[src/rtl/uart_text_writer.sv]
// Turns received UART bytes into text-memory writes, tracking a cursor over a COLS x ROWS grid
// and handling CR/LF/BS/FF plus a hardware clear-screen sweep.
module uart_text_writer #(
    parameter int unsigned COLS           = 100,
    parameter int unsigned ROWS           = 75,
    parameter int unsigned ADDR_W         = 13,
    parameter bit          CLEAR_ON_RESET = 1'b1
) (
    input  logic              clock,
    input  logic              reset,
    input  logic [7:0]        rx_data,
    input  logic              rx_ready,
    output logic [ADDR_W-1:0] address,
    output logic [7:0]        data,
    output logic              write,
    output logic              busy,
    output logic              dropped,
    output logic [6:0]        cursor_col,
    output logic [6:0]        cursor_row
);

    localparam logic [6:0]        LastCol  = 7'(COLS - 1);
    localparam logic [6:0]        LastRow  = 7'(ROWS - 1);
    localparam logic [ADDR_W-1:0] ColsA    = ADDR_W'(COLS);
    localparam logic [ADDR_W-1:0] LastAddr = ADDR_W'(COLS * ROWS - 1);
    localparam logic [ADDR_W-1:0] OneA     = ADDR_W'(1);

    typedef enum logic [1:0] {StIdle, StWrite, StClear} state_e;

    state_e            state_q, state_d;
    logic [6:0]        col_q, col_d, row_q, row_d;
    logic [ADDR_W-1:0] caddr_q, caddr_d;
    logic [ADDR_W-1:0] clr_q, clr_d;
    logic [ADDR_W-1:0] addr_q, addr_d;
    logic [7:0]        data_q, data_d;
    logic              write_q, write_d;
    logic              dropped_q, dropped_d;
    logic              init_q, init_d;

    always_ff @(posedge clock or negedge reset) begin
        if (!reset) begin
            state_q   <= StIdle;
            col_q     <= '0;
            row_q     <= '0;
            caddr_q   <= '0;
            clr_q     <= '0;
            addr_q    <= '0;
            data_q    <= '0;
            write_q   <= 1'b0;
            dropped_q <= 1'b0;
            init_q    <= CLEAR_ON_RESET;
        end else begin
            state_q   <= state_d;
            col_q     <= col_d;
            row_q     <= row_d;
            caddr_q   <= caddr_d;
            clr_q     <= clr_d;
            addr_q    <= addr_d;
            data_q    <= data_d;
            write_q   <= write_d;
            dropped_q <= dropped_d;
            init_q    <= init_d;
        end
    end

    always_comb begin
        state_d   = state_q;
        col_d     = col_q;
        row_d     = row_q;
        caddr_d   = caddr_q;
        clr_d     = clr_q;
        addr_d    = addr_q;
        data_d    = data_q;
        write_d   = 1'b0;
        dropped_d = 1'b0;
        init_d    = 1'b0;

        unique case (state_q)
            StIdle: begin
                if (init_q) begin
                    // Post-reset sweep takes priority over any byte arriving on the first clock.
                    state_d   = StClear;
                    clr_d     = '0;
                    addr_d    = '0;
                    data_d    = 8'h20;
                    write_d   = 1'b1;
                    dropped_d = rx_ready;
                end else if (rx_ready) begin
                    if (rx_data >= 8'h20 && rx_data <= 8'h7E) begin
                        write_d = 1'b1;
                        data_d  = rx_data;
                        addr_d  = caddr_q;
                        state_d = StWrite;
                        if (col_q == LastCol) begin
                            col_d = '0;
                            if (row_q == LastRow) begin
                                row_d   = '0;
                                caddr_d = '0;
                            end else begin
                                row_d   = row_q + 7'd1;
                                caddr_d = caddr_q + OneA;
                            end
                        end else begin
                            col_d   = col_q + 7'd1;
                            caddr_d = caddr_q + OneA;
                        end
                    end else begin
                        case (rx_data)
                            8'h0D: begin
                                col_d   = '0;
                                caddr_d = caddr_q - ADDR_W'(col_q);
                            end
                            8'h0A: begin
                                col_d = '0;
                                if (row_q == LastRow) begin
                                    row_d   = '0;
                                    caddr_d = '0;
                                end else begin
                                    row_d   = row_q + 7'd1;
                                    caddr_d = caddr_q - ADDR_W'(col_q) + ColsA;
                                end
                            end
                            8'h08: begin
                                // Stepping back one cell is always linear address - 1, even across rows.
                                if (col_q != '0 || row_q != '0) begin
                                    if (col_q != '0) begin
                                        col_d = col_q - 7'd1;
                                    end else begin
                                        col_d = LastCol;
                                        row_d = row_q - 7'd1;
                                    end
                                    caddr_d = caddr_q - OneA;
                                    addr_d  = caddr_q - OneA;
                                    data_d  = 8'h20;
                                    write_d = 1'b1;
                                    state_d = StWrite;
                                end
                            end
                            8'h0C: begin
                                state_d = StClear;
                                clr_d   = '0;
                                addr_d  = '0;
                                data_d  = 8'h20;
                                write_d = 1'b1;
                            end
                            default: ;
                        endcase
                    end
                end
            end
            StWrite: begin
                state_d   = StIdle;
                dropped_d = rx_ready;
            end
            StClear: begin
                dropped_d = rx_ready;
                if (clr_q == LastAddr) begin
                    state_d = StIdle;
                    col_d   = '0;
                    row_d   = '0;
                    caddr_d = '0;
                end else begin
                    clr_d   = clr_q + OneA;
                    addr_d  = clr_q + OneA;
                    data_d  = 8'h20;
                    write_d = 1'b1;
                end
            end
            default: state_d = StIdle;
        endcase
    end

    assign address    = addr_q;
    assign data       = data_q;
    assign write      = write_q;
    assign dropped    = dropped_q;
    assign busy       = (state_q != StIdle);
    assign cursor_col = col_q;
    assign cursor_row = row_q;

endmodule

[config.mk]
export PLATFORM = sky130hd
export DESIGN_NAME = uart_text_writer
export DESIGN_NICKNAME = d
export VERILOG_FILES = /design/src/rtl/uart_text_writer.sv
export SDC_FILE = /design/constraint.sdc
export NUM_CORES = 1
export LEC_CHECK = 0
export ABC_AREA = 0
export CORE_ASPECT_RATIO = 1.1
export CORE_MARGIN = 10
export CORE_UTILIZATION = 41
export DETAILED_ROUTE_END_ITERATION = 16
export PLACE_DENSITY_LB_ADDON = 0.15
export SLEW_MARGIN = 20
export SYNTH_ARGS = -nofsm -noshare
export SYNTH_HDL_FRONTEND = slang
export SYNTH_SLANG_ARGS = --single-unit
[constraint.sdc]
create_clock -name clock -period 3.4 [get_ports clock]
set_input_delay 0.34 -clock clock [delete_from_list [all_inputs] [get_ports clock]]
set_output_delay 0.34 -clock clock [all_outputs]
set_load 0.02 [all_outputs]
==> run summary, run 1 <==
The flow ran to the end, and the final reports show no timing, DRC or antenna violations. The logs give 0 for the number of instances resized during post-cts repair and 3 for the maximum level of the CTS H-tree. The antenna cell count is 0. Setup repair after global routing left no endpoint under its margin. For the first-pass GRT wire length, the log shows 28.1 mm.

The critical path is of the reg2reg type. The die is 141 um tall. The number of failing hold endpoints at the final stage was 0; the number of slew-limit violations in the final report was 0.

Measured against its own limit, the worst slew margin works out to 35.5%. The most common cell after layout, fill and taps aside is sky130_fd_sc_hd__nand2_1. The run gives 9 as the number of buffers inserted during clock tree synthesis. The final layout contains 773 nets. Clock skew on the completed layout was measured at 9.12 ps.

49 I/O pins were placed. The most instantiated flip-flop cell in the synthesis netlist was sky130_fd_sc_hd__dfrtp_1. The routability congestion estimate from global placement is 0.918. The number of flops mapped to enable cells by yosys is 0. In this run the power density over the cells is 1030 nW/um^2.

The count of buffers added on input and output ports is 48. The tools report the count of cell types in the netlist as 74. In the layout the commonest cells are sky130_fd_sc_hd__nand2_1 (81), sky130_fd_sc_hd__o21ai_0 (73), sky130_fd_sc_hd__dfrtp_1 (65).

The setup check on the worst reg-to-reg path leaves a slack of 250 ps. The critical path data arrival time was 3390 ps; the number of maximum-capacitance violations was 0. The total die area was 18,300 sq um. The transition at the pin with the smallest max-transition slack was 967 ps. The number of storage elements in the synthesis netlist was 66; the worst supply voltage drop on vdd was 504 uV. The routed design has 17.4 mm of wire. Global routing used 19.0% of the available tracks across all layers.

The clock transition at the registers of the reported paths came out at 60 ps. Along the worst path, the maximum fanout reaches 8. The tree built by TritonCTS fans out to 66 sinks.

For the synthesized netlist cell count, the log shows 698. Setup total negative slack on the finished layout was measured at 0 ps. The HPWL after detailed placement is 12.9 mm, and the leakage power is 2.63 nW. Global routing finished with a remaining overflow of 0. Row generation in the floorplan step produced 44 rows.

Sequential elements use 30.4% of the synthesized area. Startpoint of the worst-slack reg-to-reg timing path: cursor_col[0]. Of all flip-flops after synthesis, the portion carrying an async set or reset was 100%.

Depth of the worst register-to-register path: 10. The final critical delay including setup and external delays is 3150 ps, and the number of remaining DRC errors is 0. The cell sitting at the root of the clock tree is a sky130_fd_sc_hd__clkbuf_16.

Data on the critical path is required at its endpoint by 3640 ps. After clock tree synthesis, the flow added hold-fix buffers numbering 0. Detailed routing inserted a total of 5,530 vias. The logs give 5,169 for the number of global-route vias before repair and 5 for the count of TritonRoute iterations in the first routing pass. The area of the mapped netlist came out at 5430 sq um.

The fraction of final layout cells sized beyond drive strength 1 came out at 9.53%. Compared with the post-synthesis result, the final layout area differs by 19.4%. The clock passes through at most 2 buffers. STA classifies the critical path endpoint as a flip-flop.

The worst setup path is launched from a flip-flop. The total of warnings raised by yosys is 0. After synthesis, the cell types taking the most area are sky130_fd_sc_hd__dfrtp_1 (30%), sky130_fd_sc_hd__o21ai_0 (6.7%), sky130_fd_sc_hd__nand2_1 (5.6%), sky130_fd_sc_hd__ha_1 (4.8%), sky130_fd_sc_hd__a21oi_1 (4.5%).

The run gives 41.4% as the effective utilization at floorplan. Wire length per cell after detailed routing: 19.2 um. The endpoint identified for the worst register-to-register timing path is caddr_q[12]. TritonCTS built the clock tree.

Setup violations remaining at the end of the flow were counted as 0. Entering global routing, the biggest net connects 39 pins. The share of synthesized area in the top cell type comes to 30.0%. The logs give 318 MHz for the fmax and 522 for the number of DRC violations after detailed-routing iteration 0. The biggest area contributor in the post-synthesis netlist is sky130_fd_sc_hd__dfrtp_1. The core region is 13,100 sq um. A synthesized cell averages 7.78 sq um. The die width was 130 um. The average vias per placed instance works out to 6.10.

The path class of the tightest hold or removal check is in2async. Synthesis produced a netlist with a net count of 731. The tools report the number of setup buffers added after CTS as 0. Once detail routing completed, the nets flagged for antenna violations numbered 0.

The initial antenna violation count is 0, and the worst hold margin is 160 ps. The fraction of the cycle the final worst path needs is 92.6%, and the latest clock arrival within the worst-skew pair is 340 ps.
## state kept, by name, summed over array words and instances (netlist names)
register	count
cursor_col	7
state_q	2
clr_q	13
init_q	1
data	8
write	1
dropped	1
caddr_q	13
cursor_row	7
address	13
## where the power goes
part	switching (W)	internal, W	total, W
Sequential	0.000354	0.00105	0.00140
Combinational	0.00247	0.00171	0.00419
Clock	0.000387	0.000686	0.00107
Total	0.00321	0.00345	0.00666
## worst max path at each step
| stage | from | to | cells after the start |
|---|---|---|---|
| CTS | cursor_col[0] | caddr_q[12] | 10 |
| global placement | rx_data[4] | address[0] | 10 |
| floorplan | cursor_col[4] | caddr_q[12] | 13 |
| detailed placement | rx_data[4] | address[12] | 10 |
| global route | cursor_col[0] | caddr_q[12] | 10 |
| finish | cursor_col[0] | caddr_q[12] | 10 |
## layer usage
metal	wire (um)	vias to the layer above	global-route usage, %	share of wire, %
met5	0	-	0	0
met4	336	0	6.46	1.9
met3	1030	31	3.34	5.9
met2	8380	196	30.9	48
met1	7640	2660	24.8	44
li1	-	2643	-	-
## critical path, stage by stage, from the launching register on
cell and delay, ps:
sky130_fd_sc_hd__dfrtp_1 490, sky130_fd_sc_hd__ha_1 240, sky130_fd_sc_hd__inv_1 60, sky130_fd_sc_hd__fa_1 400, sky130_fd_sc_hd__xor2_1 360, sky130_fd_sc_hd__ha_1 280, sky130_fd_sc_hd__inv_1 60, sky130_fd_sc_hd__o221ai_1 460
sky130_fd_sc_hd__nand3_1 180, sky130_fd_sc_hd__mux2_2 310, sky130_fd_sc_hd__o31ai_1 220
## layout make-up
| class | count | area [sq um] |
|---|---|---|
| Multi-Input combinational cell | 563 | 3500 |
| Clock inverter | 5 | 85.1 |
| Clock buffer | 11 | 253 |
| Tap cell | 161 | 201 |
| Inverter | 23 | 86.3 |
| Sequential cell | 66 | 1650 |
| Timing Repair Buffer | 77 | 706 |
| Fill cell | 1296 | 6620 |
## cells in the mapped netlist, drive strengths merged (11+ instances only)
cell type / number
nand3: 33
inv: 22
xnor2: 27
a22o: 12
nand2: 81
o21ai: 77
buf: 16
a21oi: 51
xor2: 11
nor2: 57
ha: 21
nor3: 30
nand2b: 11
clkbuf: 30
dfrtp: 65
## through the flow
step | instance area, sq um | instances | util [%] | total power (W) | worst slack, ps
global placement | 6140 | 890 | 46.9 | 0.00549 | 274
CTS | 6480 | 906 | 49.5 | 0.00664 | 252
floorplan | 5430 | 698 | - | 0.00421 | 517
finish | 6480 | 906 | 49.5 | 0.00666 | 251
detailed placement | 6140 | 890 | 46.9 | 0.00552 | 205
global route | 6480 | 906 | 49.5 | 0.00718 | 36.8
## kinds of logic (layout without fill, tap and decap cells)
group | count (synthesis) | in the layout | synth area share [%]
fa+ha+maj | 22 | 22 | 5.21
compound gates | 226 | 226 | 26.9
mux | 5 | 5 | 1.01
xor+xnor | 38 | 38 | 6.13
other cells | 1 | 1 | 0.0691
buf+inv | 69 | 116 | 5.23
simple gates | 271 | 271 | 25.0
flops | 66 | 66 | 30.4
No activity file was read; power rests on OpenSTA's default activity.
==> inputs of run 2 (changes only) <==
- CORE_UTILIZATION: 41 -> 59
- clock period: 3.4 -> 3.2 ns (I/O delays scaled with it)
==> run 2 against run 1 <==
Compared with the run above:
- core utilization increased by 22 points
- power increased by 0.95%
- critical path type unchanged
- register-to-register slack got worse by 80 ps
- worst hold slack got worse by 160 ps
- highest routed layer unchanged
- design area decreased by 1.8%
- worst setup slack got worse by 82 ps
- non-clock buffer count increased by 11
==> run summary, run 2 (synthesis gave the netlist of run 1 again) <==
Wire length per cell after detailed routing: 19.5 um. The count of TritonRoute iterations in the first routing pass was 5; the final-report setup violation count was 0. Setup repair after global routing left no endpoint under its margin. Entering global routing, the biggest net connects 30 pins. The floorplan step set the die height to 121 um.

For the routability congestion estimate from global placement, the log shows 0.956. TritonCTS built the clock tree. The total global-route track usage was 25.1%.

For this design, the sink count on the clock tree is 66. The library cell used most frequently in the layout, excluding fill and tap cells, is sky130_fd_sc_hd__nand2_1. The root buffer cell chosen for the clock tree is sky130_fd_sc_hd__clkbuf_8. Wires add up to 17.0 mm.

During I/O placement, the number of pins put on the boundary was 49. Clock transition at the registers of the reported paths: 80 ps. The core region is 8920 sq um. Leakage power: 2.61 nW.

The path type of the worst min-delay path was in2async. During placement, the flow inserted port buffers numbering 48. Data on the critical path is required at its endpoint by 3490 ps. For the post-placement cell count, the log shows 854. The run gives 9.5% as the clock network fraction of total power. The number of failing hold endpoints at the final stage was 0; the growth of design area from synthesis to finish was 17.2%. The net switching power of the design came out at 0.00338 W.

The detailed router finished its first iteration with 546 violations. The final critical delay including setup and external delays was 3030 ps; the count of filler cells inserted in the layout was 707. The worst slack at placement was 86.7 ps. The cell seen most often among critical-path stages was sky130_fd_sc_hd__inv_1. The tools report the cell row count as 36. Element type at the critical path end: a flip-flop. The transition at the pin with the smallest max-transition slack is 876 ps, and the setup TNS is 0 ps. The critical path is of the reg2reg type. The first-pass GRT wire length came out at 28.1 mm.

For the worst setup path, the data arrival time is 3320 ps. The average vias per placed instance is 6.51. Of all nets on the critical path, the largest fanout is 4. Static timing analysis puts the maximum clock frequency at 330 MHz. The portion of total power attributed to combinational logic came out at 68.9%. For the initial antenna violation count, the log shows 0. The tool flagged a number of max-cap violations equal to 0.

For this configuration, the core starts out at a cell density of 60.9%. The detailed router placed 5,662 vias in this run. The die covers 13,400 sq um. The number of global-route vias before repair is 5,555, and the post-cts hold buffer count is 0. Measured against its own limit, the worst slew margin works out to 41.2%. The critical path goes through inv_1, ha_1, inv_1, fa_1, xor2_1, nand2_1, o221a_2, or3_1, o32a_1, nand3_1, a32o_1. The floorplan step set the die width to 111 um. In the layout the commonest cells are sky130_fd_sc_hd__nand2_1 (81), sky130_fd_sc_hd__o21ai_0 (73), sky130_fd_sc_hd__dfrtp_1 (64). Of the available clock period, the critical path in the final layout requires 94.7%. No sink is reached through more buffers than the 2 on the longest clock path. In this run the power density over the cells is 1060 nW/um^2. The logs give 0 for the total overflow reported by the global router and 784 for the number of nets in the final layout. Once detail routing completed, the nets flagged for antenna violations numbered 0. After detailed routing, the number of remaining DRC violations is 0. Among all stages on the critical path, the largest delay is contributed by sky130_fd_sc_hd__fa_1. Clock skew on the completed layout was measured at 16.3 ps. Measured in cells, the most critical reg-to-reg path has a length of 11. 0 antenna diodes ended up in the layout.

Of the cells placed in the final design, the portion with a size suffix greater than 1 is 10.6%. The tools report the part of the power in registers as 21.6%. Hold timing on the final database bottoms out at a slack of 3.38 ps. CTS built an H-tree with a depth of 3. STA classifies the critical path startpoint as a flip-flop. For the setup slack of the critical path after layout, the log shows 170 ps. Across the VDD grid, the largest voltage drop is 589 uV. For the internal power consumption, the log shows 0.00335 W. The HPWL after detailed placement is 12.7 mm, and the overall power is 0.00673 W. The switching share of power was 50.2%; the number of slew-limit violations in the final report was 0. The number of clock buffers added by TritonCTS is 9.

The run finished with clean final reports. The final cell count without fillers came out at 870. In this design, the stage delay of the slowest critical-path cell is 400 ps. The latest clock arrival within the worst-skew pair is 370 ps.
run 2: critical path: cells and delay by family (launching register included):
family                     cells  cell delay, ps
adders and majority gates      2             580
and+or+nand+nor                3             660
DFF                            1             390
xor gates and xnor gates       1             380
AOI/OAI and AO/OA              3             760
buffers and inverters          2             180
run 2: cell type report:
| class | count | area [sq um] | share of cell area (%) |
|---|---|---|---|
| Tap cell | 114 | 143 | 2.24 |
| Clock buffer | 14 | 153 | 2.40 |
| Clock inverter | 2 | 12.5 | 0.197 |
| Sequential cell | 66 | 1650 | 26.0 |
| Timing Repair Buffer | 88 | 813 | 12.8 |
| Inverter | 23 | 86.3 | 1.36 |
| Multi-Input combinational cell | 563 | 3500 | 55.0 |
run 2: timing repair:
action	CTS	global route
buffers inserted	0	0
endpoints found under the setup margin	0	2
gates resized for setup	0	2
hold endpoints to repair	0	0
run 2: worst paths after layout:
check / start / end / slack (ps)
worst min register to register: data[4] / data[4] / 510
min in group clock: data[4] / data[4] / 510
worst max register to register: caddr_q[0] / caddr_q[9] / 170
max in group asynchronous: reset / init_q / 2350
worst max-delay path: caddr_q[0] / caddr_q[9] / 170
worst min-delay path: reset / cursor_col[3] / 3
run 2: through the flow:
stage | cell area [sq um] | util [%]
floorplan | 5430 | -
global placement | 6190 | 69.4
finish | 6360 | 71.4
global route | 6360 | 71.4
CTS | 6360 | 71.3
detailed placement | 6190 | 69.4
run 2: per-layer routing:
metal  global-route usage [%]  wire length (um)  vias to the layer above  share of wire [%]
li1                         -                 -                     2667                  -
met1                     30.2              7000                     2671                 41
met2                     40.7              7840                      266                 46
met3                     6.08              1410                       58                8.3
met4                     13.3               699                        0                4.1
met5                        0                 0                        -                  0
run 2: power groups by stage:
| stage | clock, W | sequential, W | combinational [W] |
|---|---|---|---|
| floorplan | 0 | 0.00156 | 0.00291 |
| global placement | 0 | 0.00144 | 0.00444 |
| detailed placement | 0 | 0.00144 | 0.00453 |
| CTS | 0.000644 | 0.00144 | 0.00456 |
| global route | 0.000677 | 0.00150 | 0.00509 |
| finish | 0.000639 | 0.00145 | 0.00463 |
==> inputs of run 3 (changes only) <==
- CTS_BUF_LIST: not set -> sky130_fd_sc_hd__clkbuf_16
- SLEW_MARGIN: 20 -> 10
==> run 3 against run 2 <==
Compared with the run above:
- combinational power about the same
- global-route usage up 0.15 points
- register-to-register slack worse by 40 ps
- cell count unchanged
- critical path type unchanged
- largest power group unchanged
- highest routed layer unchanged
==> run summary, run 3 (synthesis gave the netlist of run 1 again) <==
For the worst setup path, the data required time is 3470 ps. Height of the die: 121 um. The run gives 39.1% as the tightest slew margin relative to the limit. Including well taps, the total number of placed cells is 854. The area growth from synthesis to layout is 18.9%. The critical path starts at caddr_q[0]. From left edge to right edge, the die measures 111 um.

The largest fanout of any net on the critical path came out at 4. The tools report the capturing instance or port of the critical path as caddr_q[9]. The top cell types in the final layout, fill and taps aside, are sky130_fd_sc_hd__nand2_1 (81), sky130_fd_sc_hd__o21ai_0 (73), sky130_fd_sc_hd__dfrtp_1 (64). Derived from the worst setup path, the maximum achievable clock frequency is 326 MHz. The path type of the worst min-delay path is in2async. The run gives 5,550 as the number of global-route vias before repair.

Of the cells placed in the final design, the portion with a size suffix greater than 1 is 10.4%. Worst slack at placement: 86.7 ps. The final critical delay including setup and external delays is 3070 ps, and the routability congestion estimate from global placement is 0.956. The tools report the number of slew-limit violations in the final report as 0. The worst register-to-register path begins at caddr_q[0].

Final hold analysis gives a worst-case slack of 32.7 ps. Across all layers, the routed design uses 5,680 vias. The core region area is 8920 sq um.

The worst register-to-register path ends at caddr_q[9]. The worst setup path is of the reg2reg kind. Counting the buffers created by CTS gives 9.

The number of failing hold endpoints at the final stage is 0, and the transition at the pin with the smallest max-transition slack is 907 ps. IR analysis of the VDD net gives a maximum drop of 633 uV. Leaving out fill and tap cells, the most frequent cell in the layout is sky130_fd_sc_hd__nand2_1. The tool flagged a number of max-cap violations equal to 0. The number of remaining DRC errors came out at 0.

The sequential cells in the finished layout cover a total of 1650 sq um. After clock tree synthesis, the clock-pin slew on the worst setup and hold paths is 50 ps. The number of setup buffers added after CTS came out at 0. The element type at the critical path end was a flip-flop.

The tools report the count of antenna-violating nets left after detailed routing as 0. The initial antenna violation count came out at 0. TritonCTS built the clock tree. The total die area is 13,400 sq um, and the number of port buffers is 48. The first routing iteration left 629 violations. The depth of the worst register-to-register path came out at 11.

The run gives 784 as the number of nets in the final layout. The clock passes through at most 2 buffers. The HPWL after detailed placement is 12.7 mm. Setup repair after global routing left no endpoint under its margin. The run finished with clean final reports.

In the final timing run, aggregate negative setup slack is 0 ps. Dividing the final minimum period by the clock period gives 95.9%. For the cell row count, the log shows 36. In this run the power density over the cells is 1080 nW/um^2. In this run the register-to-register setup slack is 130 ps. The final-report setup violation count was 0; the combined area of the multi-input logic cells was 3500 sq um.

49 I/O pins were placed. STA classifies the critical path startpoint as a flip-flop. The setup slack of the critical path after layout is 131 ps, and the latest clock arrival within the worst-skew pair is 340 ps. The final routed wirelength across all metal layers is 17.0 mm. After the flow finishes, the layout carries non-filler instances totaling 870. The total overflow reported by the global router is 0, and the leakage power is 2.66 nW. The first global-routing pass estimated 28.3 mm of wire.

In the final routed layout, each cell accounts on average for 19.5 um. Effective utilization at floorplan: 60.9%. Counting every sink on the clock net gives 66. The clock arrives with 9.03 ps of skew. The tree is rooted in a sky130_fd_sc_hd__clkbuf_16.

The run gives 0 as the antenna cell count. The run gives 5 as the count of TritonRoute iterations in the first routing pass. Entering global routing, the biggest net connects 30 pins. Dividing the detail-routed via count by the number of cells gives 6.53. At the worst endpoint, the arrival time is 3340 ps. The count of filler cells inserted in the layout came out at 696. The H-tree was split into 3 levels. For the total global-route track usage, the log shows 25.2%.
run 3: cell count changes in the layout (fill, tap and decap cells not counted):
cell                        before  now
sky130_fd_sc_hd__clkinv_1        1    2
sky130_fd_sc_hd__clkbuf_16       0    9
sky130_fd_sc_hd__clkbuf_1        4    0
sky130_fd_sc_hd__clkbuf_8       10    0
sky130_fd_sc_hd__inv_1          22   26
run 3: repair_timing:
item,CTS,global route
setup endpoints to repair,0,2
hold endpoints to repair,0,0
hold buffers,0,0
gates resized for setup,0,2
run 3: per-layer routing:
layer  part of all wire [%]  global-route usage [%]
met5                      0                       0
met4                    3.9                    12.1
met1                     40                    30.8
met2                     47                    41.3
met3                    8.7                    5.79
run 3: layout make-up:
cell class                      instances  share of cell area, %
Sequential cell                        66                   25.6
Timing Repair Buffer                   88                   12.6
Clock buffer                            9                   3.49
Clock inverter                          7                  0.484
Tap cell                              114                   2.21
Multi-Input combinational cell        563                   54.3
Inverter                               23                   1.34
run 3: how the worst min path moves through the flow:
| stage | startpoint | slack (ps) | to |
|---|---|---|---|
| floorplan | reset | 20 | address[0] |
| global placement | reset | 400 | cursor_col[3] |
| detailed placement | reset | 410 | cursor_col[2] |
| CTS | reset | 40 | cursor_col[2] |
| global route | reset | 80 | cursor_col[3] |
| finish | reset | 30 | cursor_col[3] |
run 3: critical path, stage by stage, from the launching register on:
cell	delay, ps
sky130_fd_sc_hd__dfrtp_1	380
sky130_fd_sc_hd__inv_1	140
sky130_fd_sc_hd__ha_1	190
sky130_fd_sc_hd__inv_1	50
sky130_fd_sc_hd__fa_1	400
sky130_fd_sc_hd__xor2_1	400
sky130_fd_sc_hd__nand2_1	190
sky130_fd_sc_hd__o221a_2	320
sky130_fd_sc_hd__or3_1	390
sky130_fd_sc_hd__o32a_1	290
sky130_fd_sc_hd__nand3_1	80
sky130_fd_sc_hd__a32o_1	160
run 3: power by group:
group          leakage (nW)  total, W  internal, W  switching, W
logic                  1.69   0.00464      0.00194       0.00270
clock network         0.138  0.000875     0.000508      0.000367
registers             0.838   0.00145      0.00111      0.000340
total                  2.66   0.00697      0.00356       0.00341
run 3: through the flow:
| step | power [W] | util, % | cell area, sq um |
|---|---|---|---|
| 5_1_grt | 0.00752 | 72.4 | 6460 |
| 3_3_place_gp | 0.00588 | 69.4 | 6190 |
| 3_5_place_dp | 0.00597 | 69.4 | 6190 |
| 2_1_floorplan | 0.00447 | - | 5430 |
| 4_1_cts | 0.00689 | 72.3 | 6450 |
| 6_report | 0.00697 | 72.4 | 6460 |
